## config.mk

```make
export PLATFORM = sky130hd
export DESIGN_NAME = ram_bist_ctrl
export DESIGN_NICKNAME = d
export VERILOG_FILES = /design/src/rtl/ram_bist_ctrl.sv
export SDC_FILE = /design/constraint.sdc
export NUM_CORES = 1
export LEC_CHECK = 0
export CORE_MARGIN = 2
export CORE_UTILIZATION = 50
export DETAILED_ROUTE_END_ITERATION = 10
export MAX_ROUTING_LAYER = met4
export PLACE_DENSITY = 0.81
export SYNTH_ARGS = -nofsm -noshare
export SYNTH_HDL_FRONTEND = slang
export SYNTH_SLANG_ARGS = --single-unit
```

## constraint.sdc

```tcl
create_clock -name clk -period 3 [get_ports clk]
set_input_delay 0.6 -clock clk [delete_from_list [all_inputs] [get_ports clk]]
set_output_delay 0.6 -clock clk [all_outputs]
set_load 0.05 [all_outputs]
```

## src/rtl/ram_bist_ctrl.sv

```systemverilog
// RAM built-in self-test controller.
// Writes seed + address into every RAM word, reads each word back and
// compares it with the same pattern. Reports pass/fail, a saturating
// mismatch count and the address of the first mismatch.
//
// state | meaning
// ------+-----------------------------------------------------------
// IDLE  | waiting for start; results of the previous run held
// WRITE | one RAM write per cycle, address 0 .. DEPTH-1
// READ  | one RAM read/compare per cycle, address 0 .. DEPTH-1
// DONE  | single-cycle done pulse, pass resolved, back to IDLE
module ram_bist_ctrl #(
  parameter int DATA_WIDTH = 8,
  parameter int ADDR_WIDTH = 3,
  parameter int DEPTH      = 1 << ADDR_WIDTH
) (
  input  logic                  clk,
  input  logic                  rst,
  input  logic                  start,
  input  logic [DATA_WIDTH-1:0] seed,
  output logic [ADDR_WIDTH-1:0] mem_addr,
  output logic                  mem_we,
  output logic [DATA_WIDTH-1:0] mem_din,
  input  logic [DATA_WIDTH-1:0] mem_dout,
  output logic                  busy,
  output logic                  done,
  output logic                  pass,
  output logic [ADDR_WIDTH:0]   err_count,
  output logic [ADDR_WIDTH-1:0] fail_addr
);

  localparam int ERR_W = ADDR_WIDTH + 1;
  localparam logic [ADDR_WIDTH-1:0] LAST_ADDR = '1;
  localparam logic [ERR_W-1:0]      ERR_MAX   = ERR_W'(DEPTH);

  typedef enum logic [1:0] {
    IDLE  = 2'd0,
    WRITE = 2'd1,
    READ  = 2'd2,
    DONE  = 2'd3
  } state_t;

  state_t                state;
  logic [DATA_WIDTH-1:0] seed_q;
  logic                  rd_mismatch;
  logic [ERR_W-1:0]      err_next;

  // Pattern word for an address: seed plus address, address zero-extended
  // or truncated to the data width, wrapping modulo 2^DATA_WIDTH.
  function automatic logic [DATA_WIDTH-1:0] pattern_of(
    input logic [DATA_WIDTH-1:0] s,
    input logic [ADDR_WIDTH-1:0] a
  );
    logic [DATA_WIDTH-1:0] a_ext;
    a_ext = DATA_WIDTH'(a);
    return s + a_ext;
  endfunction

  // Read-back compare against the current address; RAM read is asynchronous,
  // so mem_dout belongs to mem_addr within the same cycle.
  always_comb begin
    rd_mismatch = (mem_dout != pattern_of(seed_q, mem_addr));
    err_next    = err_count;
    if (rd_mismatch && (err_count != ERR_MAX)) begin
      err_next = err_count + 1'b1;
    end
  end

  // Sequencer: all RAM-facing and result outputs are registered here.
  always_ff @(posedge clk) begin
    if (rst) begin
      state     <= IDLE;
      seed_q    <= '0;
      mem_addr  <= '0;
      mem_we    <= 1'b0;
      mem_din   <= '0;
      busy      <= 1'b0;
      done      <= 1'b0;
      pass      <= 1'b0;
      err_count <= '0;
      fail_addr <= '0;
    end else begin
      unique case (state)
        IDLE: begin
          done <= 1'b0;
          if (start) begin
            seed_q    <= seed;
            err_count <= '0;
            fail_addr <= '0;
            pass      <= 1'b0;
            mem_addr  <= '0;
            mem_we    <= 1'b1;
            mem_din   <= pattern_of(seed, '0);
            busy      <= 1'b1;
            state     <= WRITE;
          end
        end

        WRITE: begin
          if (mem_addr != LAST_ADDR) begin
            mem_addr <= mem_addr + 1'b1;
            mem_din  <= pattern_of(seed_q, mem_addr + 1'b1);
          end else begin
            mem_addr <= '0;
            mem_we   <= 1'b0;
            mem_din  <= '0;
            state    <= READ;
          end
        end

        READ: begin
          err_count <= err_next;
          // err_count can only be zero before the first mismatch of the run
          if (rd_mismatch && (err_count == '0)) begin
            fail_addr <= mem_addr;
          end
          if (mem_addr != LAST_ADDR) begin
            mem_addr <= mem_addr + 1'b1;
          end else begin
            mem_addr <= '0;
            busy     <= 1'b0;
            done     <= 1'b1;
            pass     <= (err_next == '0);
            state    <= DONE;
          end
        end

        DONE: begin
          done  <= 1'b0;
          state <= IDLE;
        end

        default: begin
          state  <= IDLE;
          mem_we <= 1'b0;
          busy   <= 1'b0;
          done   <= 1'b0;
        end
      endcase
    end
  end

endmodule
```

==> run summary <==
vias in the first global route - 1,602
routed vias/inst - 5.46
Hold Crit Class - reg -> reg
kind of critical path - reg -> reg
fin. max-slew vios - 0
Slowest-stage cell, CP - fa_1
CP Max Fanout - 7
met3 wire length - 191 µm
first-pass GRT wire length - 7370 µm
commonest non-fill, non-tap cell in the layout - clkdlybuf4s50_1
fraction of layout cells with a size suffix above 1 - 0.0573
IO Pins - 41
DRC - 0
Post-DP HPWL - 3330 µm
clk sinks - 32
Finished Layout Cells - 327
fin crit share - 0.910
startpoint class of the critical path - flop
status - finished clean
Layout Utilization - 0.670
Placer Congestion - 0.905
Post-CTS Setup Inserts - 0
row cnt - 22
post-synthesis cell count - 240
Worst path max stage delay - 420 ps
fmax - 366 MHz
fin crit period - 2730 ps
Die X - 66.5 µm
synthesized area - 1960 µm²
Seq/Total Area, Yosys - 0.328
CTS root buf - clkbuf_8
Final Hold Viols - 0
RSZ-0062 raised after global routing - false
Core ar. - 3720 µm²
Post-Route WL - 4530 µm
Power Density - 842 nW/µm²
synth warn - 0
FF/Latch Area - 641 µm²
die area - 4430 µm²
M1 wire length - 2090 µm
Multi-input gate area - 1220 µm²
commonest cells after routing, fill and taps aside - clkdlybuf4s50_1, dfxtp_1, nor2_1, nand2_1, a21oi_1
FILL cells - 318
CP Data Required Time - 3210 ps
Cell Chain, Critical Path - ha_1, fa_1, a21oi_1, nor2_2, xnor2_1, nor4_4, nand2_2, and2_4, a221o_1, o31ai_2
largest net degree at the start of global routing - 35
highest layer used for signal routing - met4
H-tree Lvls - 2
Post-CTS Resized - 0
Post-CTS Hold Buffers - 0
Starting Density - 0.526
met2 WL - 2150 µm
total CTS buffers - 5
CTS tree - yes
CTS max path bufs - 2
DR vias - 1,785
Post-synth EDFFs - 0
setup TNS - 0 ps
Syn Nets - 274
Max Cap Viol - 0
die height - 66.5 µm
placed cell count - 319
Congestion Overflow GR - 0
layout net count - 312
synthesis-stage register bit count - 32
worst path arrival time - 2940 ps
worst-margin pin slew - 588 ps
initial antenna violation count - 0
Clock Latency Late Sink - 290 ps
P_leak - 0.975 nW
async set or reset register ratio after synthesis - 0
VDD IR max - 0.433 mV
ANT nets after route - 0
DRT Pass-1 Iters - 4
Antenna Cells - 0
GRT Util Overall - 0.227
drt initial violations - 158
IO buf count - 40
Area Overhead vs Synth - 27.4%
post-synth cell types - 43
Slew HR - 0.606
Setup Viol. Count Final - 0
Mean Syn Cell Area - 8.15 µm²
Setup crit end kind - flop
ys flop type - dfxtp_1
clk slew on worst S/H paths - 70 ps
Max Clock Skew - 6.33 ps
wire per inst - 13.9 µm
-- final timing paths --
check             depth (start not counted)  slack (ps)            to          from
hold / removal                            2         480  fail_addr[0]  fail_addr[0]
setup / recovery                         10         270          pass   mem_addr[0]
hold reg to reg                           2         480  fail_addr[0]  fail_addr[0]
setup reg to reg                         10         270          pass   mem_addr[0]
-- registers in the layout (all words and copies together), names as in the netlist --
register   count
busy           1
done           1
err_count      4
fail_addr      3
mem_addr       3
mem_din        8
mem_we         1
pass           1
seed_q         8
state          2
-- stage by stage --
step	setup slack (ps)	cell area, µm²	power (W)	hold WS (ps)
floorplan	233	1960	0.00139	457
CTS	262	2490	0.00210	481
detailed placement	261	2380	0.00168	466
global placement	309	2380	0.00167	459
global route	123	2490	0.00223	507
finish	270	2490	0.00210	480
-- worst max-delay path: cells and delay by family (launching register included) --
family	cells	cell delay [ps]
AND/OR/NAND/NOR	4	710
adder cells (fa/ha/maj)	2	680
XOR/XNOR	1	150
flip-flops	1	380
AO/OA/AOI/OAI	3	730
-- layer usage --
layer | vias up | global-route usage
met5 | - | -
met4 | 0 | 0.102
met3 | 10 | 0.0439
met2 | 50 | 0.361
met1 | 813 | 0.278
li1 | 912 | -
-- where the power goes --
| part | switching, W | internal [W] |
|---|---|---|
| clock | 0.000164 | 0.000246 |
| sequential | 0.0000948 | 0.000523 |
| combinational | 0.000676 | 0.000392 |
-- cell type report --
type	instances	share of cell area
multi-input cells	185	0.489
flip-flops and latches	32	0.257
repair buffers	43	0.170
clock buffers	6	0.0291
well taps	48	0.0241
inverters	11	0.0166
clock inverters	2	0.0141
-- cell usage after synthesis (2+ instances only) --
cell,instances,area share
a211oi_1,12,0.046
a21o_1,2,0.0077
a21oi_1,24,0.061
a22oi_1,11,0.042
and2_1,2,0.0064
and2b_1,2,0.0077
buf_4,2,0.0077
clkbuf_1,8,0.015
dfxtp_1,32,0.33
fa_1,2,0.020
ha_1,13,0.083
inv_1,11,0.021
mux2i_1,2,0.010
nand2_1,24,0.046
nand2b_1,5,0.016
nand3_1,7,0.018
nand3b_1,3,0.012
nor2_1,30,0.058
nor2b_1,3,0.0096
nor3_1,3,0.0077
nor4b_1,2,0.0090
o21ai_0,4,0.010
xnor2_1,11,0.049
xor2_1,6,0.027
-- kinds of logic (layout without fill, tap and decap cells) --
group,count (synthesis),after routing,synth area share
fa+ha+maj,15,15,0.104
simple gates,89,89,0.227
compound gates,62,62,0.206
mux,2,2,0.0102
xor+xnor,17,17,0.0761
buf+inv,23,62,0.0493
flops,32,32,0.328
(Power assumes the default switching activity.)
